File: config.mk
export PLATFORM = sky130hd
export DESIGN_NAME = mclk_sel_ctrl
export DESIGN_NICKNAME = d
export VERILOG_FILES = /design/src/rtl/mclk_sel_ctrl.sv
export SDC_FILE = /design/constraint.sdc
export NUM_CORES = 1
export LEC_CHECK = 0
export BUFFER_PORTS_ARGS = -buffer_cell sky130_fd_sc_hd__buf_2
export CORE_ASPECT_RATIO = 0.7
export CORE_MARGIN = 8
export CORE_UTILIZATION = 55
export CTS_CLUSTER_SIZE = 40
export DETAILED_ROUTE_END_ITERATION = 10
export PLACE_DENSITY = 0.7
export SETUP_SLACK_MARGIN = 0.4
export SYNTH_ARGS = -nofsm -noshare
export SYNTH_HDL_FRONTEND = slang
export SYNTH_SLANG_ARGS = --single-unit
File: constraint.sdc
create_clock -name clk -period 5.7 [get_ports clk]
set_input_delay 0.57 -clock clk [delete_from_list [all_inputs] [get_ports clk]]
set_output_delay 0.57 -clock clk [all_outputs]
set_load 0.03 [all_outputs]
File: src/rtl/mclk_sel_ctrl.sv
// Master-clock selection controller: qualifies candidate clock sources, picks a target
// and sequences a gated buffer-tree switchover followed by an application reset.
module mclk_sel_ctrl #(
    parameter int NSRC        = 4,
    parameter int SELW        = 2,
    parameter int DEFAULT_SRC = 0,
    parameter int STABLE_CNT  = 1024,
    parameter int SWITCH_GAP  = 16,
    parameter int RST_LEN     = 64,
    parameter int CNTW        = 16
) (
    input  logic            clk,
    input  logic            rst,
    input  logic [NSRC-1:0] src_ok,
    input  logic [NSRC-1:0] src_locked,
    input  logic [NSRC-1:0] cfg_en_mask,
    input  logic            cfg_auto,
    input  logic [SELW-1:0] cfg_force_sel,
    input  logic            cfg_restart,
    output logic [NSRC-1:0] clk_ce,
    output logic [SELW-1:0] clksel,
    output logic            app_rst,
    output logic            switching,
    output logic [NSRC-1:0] src_stable,
    output logic [7:0]      switch_count
);
    localparam logic [SELW-1:0] DEF_SEL  = SELW'(DEFAULT_SRC);
    localparam logic [CNTW-1:0] STABLE_C = CNTW'(STABLE_CNT);
    localparam logic [CNTW-1:0] GAP_LAST = CNTW'(SWITCH_GAP - 1);
    localparam logic [CNTW-1:0] RST_LAST = CNTW'(RST_LEN - 1);
    localparam logic [SELW:0]   NSRC_W   = (SELW + 1)'(NSRC);

    typedef enum logic [1:0] {RUN, GATE_OFF, SETTLE, APPRST} state_t;

    function automatic logic [NSRC-1:0] onehot(input logic [SELW-1:0] idx);
        logic [NSRC-1:0] v;
        v      = '0;
        v[idx] = 1'b1;
        return v;
    endfunction

    state_t                    state_q;
    logic [CNTW-1:0]           seq_cnt_q;
    logic [SELW-1:0]           pend_sel_q;
    logic [SELW-1:0]           clksel_q;
    logic [NSRC-1:0]           clk_ce_q;
    logic                      app_rst_q;
    logic                      switching_q;
    logic [7:0]                switch_count_q;
    logic [NSRC-1:0]           healthy;
    logic [NSRC-1:0][CNTW-1:0] stab_cnt_q;
    logic [NSRC-1:0][CNTW-1:0] stab_cnt_d;
    logic [NSRC-1:0]           stable_q;
    logic [NSRC-1:0]           stable_d;
    logic [SELW-1:0]           target;
    logic [SELW-1:0]           landing_sel;

    // Any unhealthy cycle restarts qualification; the fallback source is always usable.
    always_comb begin
        healthy    = src_ok & src_locked & cfg_en_mask;
        stab_cnt_d = stab_cnt_q;
        stable_d   = '0;
        for (int i = 0; i < NSRC; i++) begin
            if (!healthy[i])
                stab_cnt_d[i] = '0;
            else if (stab_cnt_q[i] != STABLE_C)
                stab_cnt_d[i] = stab_cnt_q[i] + 1'b1;
            stable_d[i] = (stab_cnt_d[i] == STABLE_C);
        end
        stable_d[DEFAULT_SRC] = 1'b1;
    end

    always_comb begin
        target = DEF_SEL;
        if (cfg_auto) begin
            for (int i = 0; i < NSRC; i++)
                if (stable_q[i]) target = SELW'(i);
        end else if (({1'b0, cfg_force_sel} < NSRC_W) && stable_q[cfg_force_sel]) begin
            target = cfg_force_sel;
        end
        landing_sel = stable_q[pend_sel_q] ? pend_sel_q : DEF_SEL;
    end

    always_ff @(posedge clk) begin
        if (rst) begin
            stab_cnt_q     <= '0;
            stable_q       <= onehot(DEF_SEL);
            state_q        <= APPRST;
            seq_cnt_q      <= '0;
            pend_sel_q     <= DEF_SEL;
            clksel_q       <= DEF_SEL;
            clk_ce_q       <= onehot(DEF_SEL);
            app_rst_q      <= 1'b1;
            switching_q    <= 1'b1;
            switch_count_q <= '0;
        end else begin
            stab_cnt_q <= stab_cnt_d;
            stable_q   <= stable_d;
            case (state_q)
                RUN: begin
                    if (target != clksel_q) begin
                        state_q     <= GATE_OFF;
                        pend_sel_q  <= target;
                        clk_ce_q    <= '0;
                        switching_q <= 1'b1;
                        seq_cnt_q   <= '0;
                    end else if (cfg_restart) begin
                        state_q     <= APPRST;
                        app_rst_q   <= 1'b1;
                        switching_q <= 1'b1;
                        seq_cnt_q   <= '0;
                    end
                end
                GATE_OFF: begin
                    // Last gated cycle: fall back if the pending source lost stability.
                    if (seq_cnt_q == GAP_LAST) begin
                        state_q    <= SETTLE;
                        pend_sel_q <= landing_sel;
                        clksel_q   <= landing_sel;
                        clk_ce_q   <= onehot(landing_sel);
                        if (switch_count_q != 8'hFF)
                            switch_count_q <= switch_count_q + 1'b1;
                        seq_cnt_q  <= '0;
                    end else begin
                        seq_cnt_q <= seq_cnt_q + 1'b1;
                    end
                end
                SETTLE: begin
                    if (seq_cnt_q == GAP_LAST) begin
                        state_q   <= APPRST;
                        app_rst_q <= 1'b1;
                        seq_cnt_q <= '0;
                    end else begin
                        seq_cnt_q <= seq_cnt_q + 1'b1;
                    end
                end
                APPRST: begin
                    if (seq_cnt_q == RST_LAST) begin
                        state_q     <= RUN;
                        app_rst_q   <= 1'b0;
                        switching_q <= 1'b0;
                        seq_cnt_q   <= '0;
                    end else begin
                        seq_cnt_q <= seq_cnt_q + 1'b1;
                    end
                end
                default: state_q <= APPRST;
            endcase
        end
    end

    assign clk_ce       = clk_ce_q;
    assign clksel       = clksel_q;
    assign app_rst      = app_rst_q;
    assign switching    = switching_q;
    assign src_stable   = stable_q;
    assign switch_count = switch_count_q;
endmodule

==> results of run 1 <==
flip-flops by register name, summed over array words and instances, names as in the netlist:
name and count:
app_rst 1, pend_sel_q 2, stab_cnt_q 48, clksel 2, seq_cnt_q 16, src_stable 3
clk_ce 4, switching 1, switch_count 8, state_q 2
cell families after synthesis:
logic type      Yosys count
buf+inv                  46
flops                    87
compound gates           76
fa+ha+maj                13
other cells               1
xor+xnor                 53
mux                      16
simple gates            295
through the flow:
step,cells,setup slack [ns],total power (µW)
6_report,736,3.17,1470
3_5_place_dp,720,2.89,839
5_1_grt,736,2.97,1530
3_3_place_gp,720,2.99,834
4_1_cts,736,3.18,1480
2_1_floorplan,587,3.59,799
area by class of cell:
class / instances / area, µm² / share of cell area [%]
Multi-Input combinational cell: 454 / 2850 / 53.4
Sequential cell: 87 / 1740 / 32.6
Inverter: 24 / 90.1 / 1.69
Tap cell: 120 / 150 / 2.81
Clock inverter: 3 / 65.1 / 1.22
Clock buffer: 13 / 260 / 4.88
Timing Repair Buffer: 35 / 180 / 3.38
cell usage in the layout, fill, tap and decap left out, drive strengths merged, types with 8 or more instances in the layout:
cell / n
nand3: 47
dfxtp: 87
nand2: 46
mux2i: 14
xor2: 19
o21ai: 13
or3: 13
a21oi: 21
nor4: 17
xnor2: 34
a31oi: 12
nand2b: 8
inv: 24
nor2: 83
clkbuf: 13
nand4: 14
nor2b: 11
buf: 35
nor3: 21
and3: 11
ha: 13
path summary, 6_finish.rpt:
| check | start | to | slack [ns] |
|---|---|---|---|
| max | src_stable[1] | seq_cnt_q[2] | 3.17 |
| min | clk_ce[0] | clk_ce[0] | 0.49 |
| max reg2reg | src_stable[1] | seq_cnt_q[2] | 3.17 |
| min reg2reg | clk_ce[0] | clk_ce[0] | 0.49 |
worst max-delay path: cells and delay by family (launching register included):
| family | cells | cell delay, ns |
|---|---|---|
| DFF | 1 | 0.40 |
| and+or+nand+nor | 2 | 1.20 |
| xor gates and xnor gates | 1 | 0.23 |
| buffers and inverters | 1 | 0.18 |
| AOI/OAI and AO/OA | 2 | 0.42 |
metal layers:
| layer | wire length, µm | vias to the layer above | track usage [%] | share of wire, % |
|---|---|---|---|---|
| met3 | 480 | 11 | 4.82 | 4.6 |
| met5 | 0 | - | 0 | 0 |
| li1 | - | 2125 | - | - |
| met1 | 5050 | 1961 | 22.0 | 48 |
| met2 | 4760 | 69 | 29.3 | 46 |
| met4 | 127 | 0 | 6.51 | 1.2 |
power by group:
part	internal [µW]	total, µW	leakage (µW)	switching, µW
Clock	407	642	0.000160	235
Combinational	69.3	186	0.00101	117
Sequential	627	644	0.000702	16.9
==> flow_summary_export.csv, run 1 <==
group,metric,value,unit
setup_path,critPathKind,"reg2reg",
setup_path,critPathLaunchType,"flop",
route,first_pass_iters,4,
worst_hold_path,hold_depth,2,
power,ir_drop,178,µV
sta,relSlewSlack,41.5,%
place,portBuffers,33,
floorplan,coreArea,8440,µm²
run,cap_viol_max_count,0,
clocking,post_cts_buffers,0,
cells_and_area,fin_util,63.2,%
clocking,cts_buffers,9,
clocking,cts_resized,0,
setup_path,cp_slowest_cell,"nor4_4",
cells_and_area,final_area,5340,µm²
synth,synth_warnings,0,
setup_path,critical_path.max_fanout,16,
clocking,cts_tree,"done",
synth,synth_flop_cell,"dfxtp_1",
cells_and_area,syn_to_final_growth,11.5,%
grt,grtUsageTotal,17.8,%
floorplan,num_rows,28,
synth,yosys-top-cells-area,"dfxtp_1 36%, nor2_1 6.5%, xnor2_1 6.2%",
setup_path,rr_worst_depth,6,
synth,synth_common_cells,"87 x dfxtp_1, 83 x nor2_1, 47 x nand3_1, 46 x nand2_1, 34 x xnor2_1",
clocking,cts.sinks,87,
route,drt_iter0_markers,361,
floorplan,ios,38,
power,power_density,276,nW/µm²
clocking,holdBufCountCts,0,
grt,grt_pass1_wl,17.6,mm
route,routed_via_density,5.66,
sta,final.period_utilization,44.4,%
route,vias,4166,
worst_hold_path,hp-class,"reg2reg",
grt,overflow,0,
sta,layout_min_cycle_time,2.53,ns
grt,grt_max_degree,49,
floorplan,die_h,94.0,µm
place,dp.final_hpwl,7.28,mm
sta,whs,0.488,ns
sta,hold_viol_final,0,
grt,grt_pass1_vias,3838,
setup_path,endpoint_kind,"flop",
synth,synth_compound_area_share,11.1,%
route,drt_wl_total,10.4,mm
sta,tns,0,ns
grt,antenna_found_initial,0,
floorplan,initial_core_util,56.7,%
synth,syn_inst,587,
floorplan,die_area,12000,µm²
setup_path,path_cells,"nor4bb_1 -> a211oi_2 -> xnor2_1 -> nor4_4 -> inv_1 -> a311oi_1",
synth,synth_top_family_by_area,"simple AND/OR/NAND/NOR gates",
synth,synth_seq_cells,87,
synth,syn_area,4790,µm²
power,p_leak,0.00187,µW
synth,synth_xor_xnor_area_share,9.70,%
clocking,cts_buffer_depth,2,
clocking,clk_transition_reported_paths,0.06,ns
synth,synth_fp_nets,618,
sta,finalSetupViolations,0,
clocking,clk_latency,0.34,ns
clocking,ctsRootBufferMaster,"clkbuf_16",
setup_path,cp_data_arrival_time,2.77,ns
cells_and_area,drive_gt1_share,10.2,%
route,detail_route.wl_per_cell,14.2,µm
synth,synth_mux_area_share,3.48,%
cells_and_area,antenna_cells,0,
place,place_congestion,0.882,
sta,rsz0062_at_grt,"false",
floorplan,fp.dieW,127,µm
sta,fin_skew,0.00639,ns
synth,async_flop_share,0,%
synth,yosysTopAreaCellShare,36.4,%
place,place_area,5010,µm²
setup_path,critPathMaxStageDelay,0.82,ns
route,drc_errors,0,
synth,ys_types,57,
synth,synth_edf_count,0,
cells_and_area,final_nets,642,
clocking,ctsHtreeMaxLevel,3,
synth,yosys.area_share.simple,31.8,%
setup_path,worst-endpoint-required,5.95,ns
route,drtAntennaViolNets,0,
sta,fmax,396,MHz
status,status,"completed",
synth,ys_seq_area_share,36.4,%
sta,tightest_slew,0.871,ns
synth,avgSynthCellArea,8.15,µm²
cells_and_area,fillCellCount,763,
synth,synth_fa_ha_area_share,3.40,%
synth,yosysTopAreaCell,"dfxtp_1",
synth,yosysMostFrequentCell,"dfxtp_1",
sta,slew_viol_final,0,
(Power assumes the default switching activity.)
==> run 2: changes to the inputs <==
--- a/config.mk
+++ b/config.mk
@@ -8,10 +8,10 @@
 export BUFFER_PORTS_ARGS = -buffer_cell sky130_fd_sc_hd__buf_2
 export CORE_ASPECT_RATIO = 0.7
 export CORE_MARGIN = 8
-export CORE_UTILIZATION = 55
+export CORE_UTILIZATION = 54
 export CTS_CLUSTER_SIZE = 40
 export DETAILED_ROUTE_END_ITERATION = 10
-export PLACE_DENSITY = 0.7
+export PLACE_DENSITY = 0.72
 export SETUP_SLACK_MARGIN = 0.4
 export SYNTH_ARGS = -nofsm -noshare
 export SYNTH_HDL_FRONTEND = slang
==> constraint.sdc (replaced) <==
create_clock -name clk -period 2.05 [get_ports clk]
set_input_delay 0.205 -clock clk [delete_from_list [all_inputs] [get_ports clk]]
set_output_delay 0.205 -clock clk [all_outputs]
set_load 0.03 [all_outputs]
==> run 2 against run 1 <==
  * Setup slack got worse by 3.1 ns
  * Sequential share of layout area decreased by 5.0 points
  * Highest routed layer is now met5
  * Combinational power increased to 4.7 times the previous value
==> flow_summary_export.csv, run 2 (same netlist as run 1, synthesis figures left out) <==
group,metric,value,unit
clocking,cts_buffers,9,
route,drt_iter0_markers,355,
route,routed_via_density,5.95,
setup_path,path_depth,8,
floorplan,initial_core_util,56.0,%
clocking,cts.sinks,87,
worst_hold_path,hold_depth,3,
setup_path,r2r-end,"seq_cnt_q[14]",
setup_path,cp_slowest_cell,"dfxtp_2",
floorplan,die_h,94.8,µm
sta,slew_viol_final,0,
sta,rsz0062_at_grt,"true",
floorplan,num_rows,28,
place,place_congestion,0.848,
setup_path,endpoint_kind,"flop",
floorplan,coreArea,8550,µm²
setup_path,critPathMaxStageDelay,0.33,ns
cells_and_area,layout_common_cells,"78 x nor2_1, 65 x buf_4, 43 x nand2_1",
worst_hold_path,hp-start,"cfg_en_mask[1]",
power,p_leak,0.00248,µW
worst_hold_path,hp-class,"in2reg",
setup_path,path_cells,"ha_4 -> and3_4 -> nand4_1 -> nand2_2 -> a21oi_4 -> buf_4 -> a41oi_2 -> a211oi_2",
worst_hold_path,hold_end,"stab_cnt_q[26]",
sta,tightest_slew,0.516,ns
floorplan,die_area,12200,µm²
route,drt_wl_total,14.3,mm
clocking,clk_latency,0.35,ns
sta,fmax,504,MHz
place,portBuffers,33,
place,dp.final_hpwl,8.13,mm
setup_path,rr_startpoint,"seq_cnt_q[0]",
floorplan,ios,38,
clocking,clk_transition_reported_paths,0.06,ns
cells_and_area,antenna_cells,0,
run,cap_viol_max_count,0,
route,drtAntennaViolNets,0,
cells_and_area,syn_to_final_growth,38.8,%
clocking,ctsRootBufferMaster,"clkbuf_16",
cells_and_area,top_register,"stab_cnt_q",
route,first_pass_iters,5,
setup_path,critPathKind,"reg2reg",
route,vias,4834,
status,status,"completed",
grt,grt_max_degree,31,
setup_path,cp_num_buf_inv,1,
sta,relSlewSlack,65.5,%
grt,antenna_found_initial,1,
grt,overflow,0,
setup_path,cp_data_arrival_time,2.24,ns
clocking,ctsHtreeMaxLevel,3,
sta,whs,0.190,ns
sta,final.period_utilization,96.8,%
setup_path,critPathLaunchType,"flop",
sta,fin_skew,0.00744,ns
setup_path,cp-startpoint,"seq_cnt_q[0]",
sta,hold_viol_final,0,
grt,grtUsageTotal,22.5,%
cells_and_area,drive_gt1_share,40.2,%
route,drc_errors,0,
cells_and_area,largest_reg_flops,48,
clocking,cts_tree,"done",
cells_and_area,final_nets,718,
grt,grt_pass1_vias,4531,
sta,layout_min_cycle_time,1.98,ns
setup_path,rr_worst_depth,8,
cells_and_area,final_common_cell,"nor2_1",
sta,finalSetupViolations,0,
setup_path,crit_family,"compound AO/OA/AOI/OAI gates",
power,ir_drop,457,µV
power,power_density,635,nW/µm²
setup_path,worst-endpoint-required,2.31,ns
route,detail_route.wl_per_cell,17.6,µm
setup_path,critical_path.max_fanout,7,
floorplan,fp.dieW,129,µm
setup_path,reg2reg_slack,0.07,ns
cells_and_area,stdcell_count,812,
place,dp_cells,750,
grt,grt_pass1_wl,21.9,mm
clocking,cts_buffer_depth,2,
run 2: per-stage QoR:
stage	power, µW	setup slack [ns]	utilization [%]	instance area, µm²	setup TNS (ns)
after CTS	4160	0.107	73.3	6260	0
after floorplan	2270	0.122	-	4970	0
after global placement	2410	0.0703	63.4	5420	0
after detailed placement	2440	-0.0281	63.4	5420	-0.0392
final	4220	0.0665	77.7	6640	0
after global routing	4360	-0.0221	77.7	6640	-0.0221
run 2: repair_timing:
item,4_1_cts,5_1_grt
resized for setup,97,63
cloned,2,0
hold buffers,0,0
setup buffers,25,19
pin swaps,30,32
setup endpoints to repair,41,48
run 2: worst min-delay path: stages:
cell      delay, ns
buf_2          0.11
nand4b_1       0.09
nor2_1         0.07
run 2: area by class of cell:
cell class                      instances  area [µm²]
Clock buffer                           13         260
Clock inverter                          3        16.3
Fill cell                             561        1910
Inverter                               24        97.6
Multi-Input combinational cell        455        3480
Sequential cell                        87        1840
Tap cell                              120         150
Timing Repair Buffer                  110         797
run 2: report_power, final:
part           switching (µW)  total (µW)  internal, µW
sequential               54.4        1780          1730
clock                     676        1560           885
combinational             477         875           398
run 2: how the worst max path moves through the flow:
stage,end
floorplan,seq_cnt_q[0]
detailed placement,seq_cnt_q[4]
CTS,state_q[0]
global placement,clk_ce[2]
global route,src_stable[3]
finish,seq_cnt_q[14]
run 2: layer usage:
layer  GRT usage (%)  share of wire (%)  up-vias
met2            36.2                 47      205
li1                -                  -     2286
met5               0              0.056        -
met4            9.83                2.8        2
met3            6.30                7.4       43
met1            27.8                 43     2298
==> run 3: changes to the inputs <==
--- a/config.mk
+++ b/config.mk
@@ -6,9 +6,11 @@
 export NUM_CORES = 1
 export LEC_CHECK = 0
 export BUFFER_PORTS_ARGS = -buffer_cell sky130_fd_sc_hd__buf_2
+export CELL_PAD_IN_SITES_DETAIL_PLACEMENT = 0
+export CELL_PAD_IN_SITES_GLOBAL_PLACEMENT = 1
 export CORE_ASPECT_RATIO = 0.7
 export CORE_MARGIN = 8
-export CORE_UTILIZATION = 54
+export CORE_UTILIZATION = 41
 export CTS_CLUSTER_SIZE = 40
 export DETAILED_ROUTE_END_ITERATION = 10
 export PLACE_DENSITY = 0.72
@@ -16,3 +18,4 @@
 export SYNTH_ARGS = -nofsm -noshare
 export SYNTH_HDL_FRONTEND = slang
 export SYNTH_SLANG_ARGS = --single-unit
+export TNS_END_PERCENT = 20
==> run 3 against run 2 <==
  * Power grew 1.8%
  * Clock skew increased by 0.0011 ns
  * Non-clock buffer count down 4
  * Count of clock-buffer cells in the layout unchanged
  * Combinational power fell by 19%
  * Sequential power is essentially flat
  * Final area fell by 3.7%
  * Critical path depth grew 1
  * Via count down 8.2%
  * Largest power group unchanged
  * Highest routed layer is now met4
==> flow_summary_export.csv, run 3 (same netlist as run 1, synthesis figures left out) <==
group,metric,value,unit
sta,hold_viol_final,0,
clocking,cts_buffers,9,
route,routed_via_density,5.25,
run,cap_viol_max_count,0,
grt,overflow,0,
grt,grt_max_degree,21,
route,drt_wl_total,12.0,mm
clocking,cts_buffer_depth,2,
route,first_pass_iters,4,
place,place_congestion,0.794,
place,dp_slack,-0.0272,ns
sta,finalSetupViolations,0,
power,ir_drop,432,µV
route,drc_errors,0,
cells_and_area,syn_to_final_growth,33.6,%
clocking,ctsHtreeMaxLevel,3,
setup_path,cp_data_arrival_time,2.13,ns
floorplan,initial_core_util,41.4,%
route,vias,4436,
setup_path,endpoint_kind,"flop",
place,dp_cells,809,
cells_and_area,fillCellCount,1111,
route,drtAntennaViolNets,0,
floorplan,fp.dieW,145,µm
cells_and_area,final_nets,714,
floorplan,die_area,15400,µm²
clocking,clk_transition_reported_paths,0.06,ns
cells_and_area,layout_common_cells,"82 x nor2_1, 67 x buf_4, 62 x dfxtp_1",
grt,grt_pass1_vias,4123,
floorplan,coreArea,11600,µm²
sta,fmax,521,MHz
sta,rsz0062_at_grt,"true",
setup_path,critical_path.max_fanout,20,
place,dp.final_hpwl,8.26,mm
cells_and_area,stdcell_count,845,
setup_path,critPathLaunchType,"flop",
place,portBuffers,33,
worst_hold_path,hp-class,"in2reg",
sta,final.period_utilization,93.7,%
cells_and_area,antenna_cells,0,
clocking,cts.sinks,87,
floorplan,ios,38,
sta,setup_ws,0.129,ns
cells_and_area,final_common_cell,"nor2_1",
floorplan,num_rows,33,
grt,grt_pass1_wl,19.8,mm
grt,antenna_found_initial,0,
clocking,clk_latency,0.34,ns
sta,fin_skew,0.00851,ns
sta,slew_viol_final,0,
sta,layout_min_cycle_time,1.92,ns
setup_path,worst-endpoint-required,2.26,ns
route,detail_route.wl_per_cell,14.2,µm
grt,grtUsageTotal,15.2,%
status,status,"completed",
power,power_density,672,nW/µm²
power,total_power,4300,µW
cells_and_area,top_register,"stab_cnt_q",
floorplan,die_h,106,µm
setup_path,critPathKind,"reg2reg",
cells_and_area,drive_gt1_share,31.0,%
route,drt_iter0_markers,237,
clocking,ctsRootBufferMaster,"clkbuf_16",
clocking,holdBufCountCts,0,
clocking,cts_tree,"done",
place,place_area,5540,µm²
power,p_leak,0.00239,µW
cells_and_area,largest_reg_flops,48,
cells_and_area,final_area,6390,µm²
-- run 3: metrics by stage --
stage | TNS (ns) | util (%) | hold slack, ns
global placement | 0 | 47.9 | 0.449
CTS | 0 | 53.1 | 0.168
global route | 0 | 55.3 | 0.185
detailed placement | -0.0397 | 47.9 | 0.452
finish | 0 | 55.3 | 0.179
floorplan | 0 | - | 0.432
-- run 3: timing repair --
| action | 4_1_cts | 5_1_grt |
|---|---|---|
| endpoints found under the setup margin | 43 | 48 |
| pin swaps | 21 | 16 |
| gates resized for setup | 40 | 54 |
| setup buffers | 15 | 4 |
| gates cloned | 1 | 0 |
-- run 3: path summary, 6_finish.rpt --
path,startpoint,endpoint,slack [ns],cells after the start
worst max-delay path,seq_cnt_q[0],seq_cnt_q[14],0.13,9
worst min-delay path,cfg_en_mask[1],stab_cnt_q[26],0.18,3
worst max register to register,seq_cnt_q[0],seq_cnt_q[14],0.13,9
worst min register to register,clk_ce[0],clk_ce[0],0.46,2
-- run 3: critical path, cell delays in order, from the launching register on --
cell      delay, ns
dfxtp_4        0.37
ha_4           0.15
and4_4         0.24
nand2_4        0.06
o41ai_4        0.30
buf_4          0.16
a21oi_2        0.06
buf_12         0.16
a41oi_2        0.22
a211oi_2       0.07
-- run 3: power breakdown --
| part | leakage, µW | internal (µW) | switching, µW | total [µW] |
|---|---|---|---|---|
| Sequential | 0.000717 | 1740 | 56.2 | 1800 |
| Clock | 0.000160 | 1130 | 658 | 1790 |
| Combinational | 0.00151 | 332 | 374 | 705 |
| Total | 0.00239 | 3210 | 1090 | 4300 |
-- run 3: routing by layer --
| layer | track usage [%] | part of all wire [%] | vias up |
|---|---|---|---|
| met4 | 3.63 | 0.74 | 0 |
| li1 | - | - | 2283 |
| met1 | 21.1 | 52 | 2061 |
| met3 | 4.12 | 4.2 | 13 |
| met5 | 0 | 0 | - |
| met2 | 23.1 | 43 | 79 |
-- run 3: area by class of cell --
class                   count  area, µm²  area share, %
multi-input cells         455       3230           50.5
flip-flops and latches     87       1800           28.1
repair buffers            106        753           11.8
clock buffers              13        260           4.07
well taps                 157        196           3.07
inverters                  24       90.1           1.41
clock inverters             3       65.1           1.02
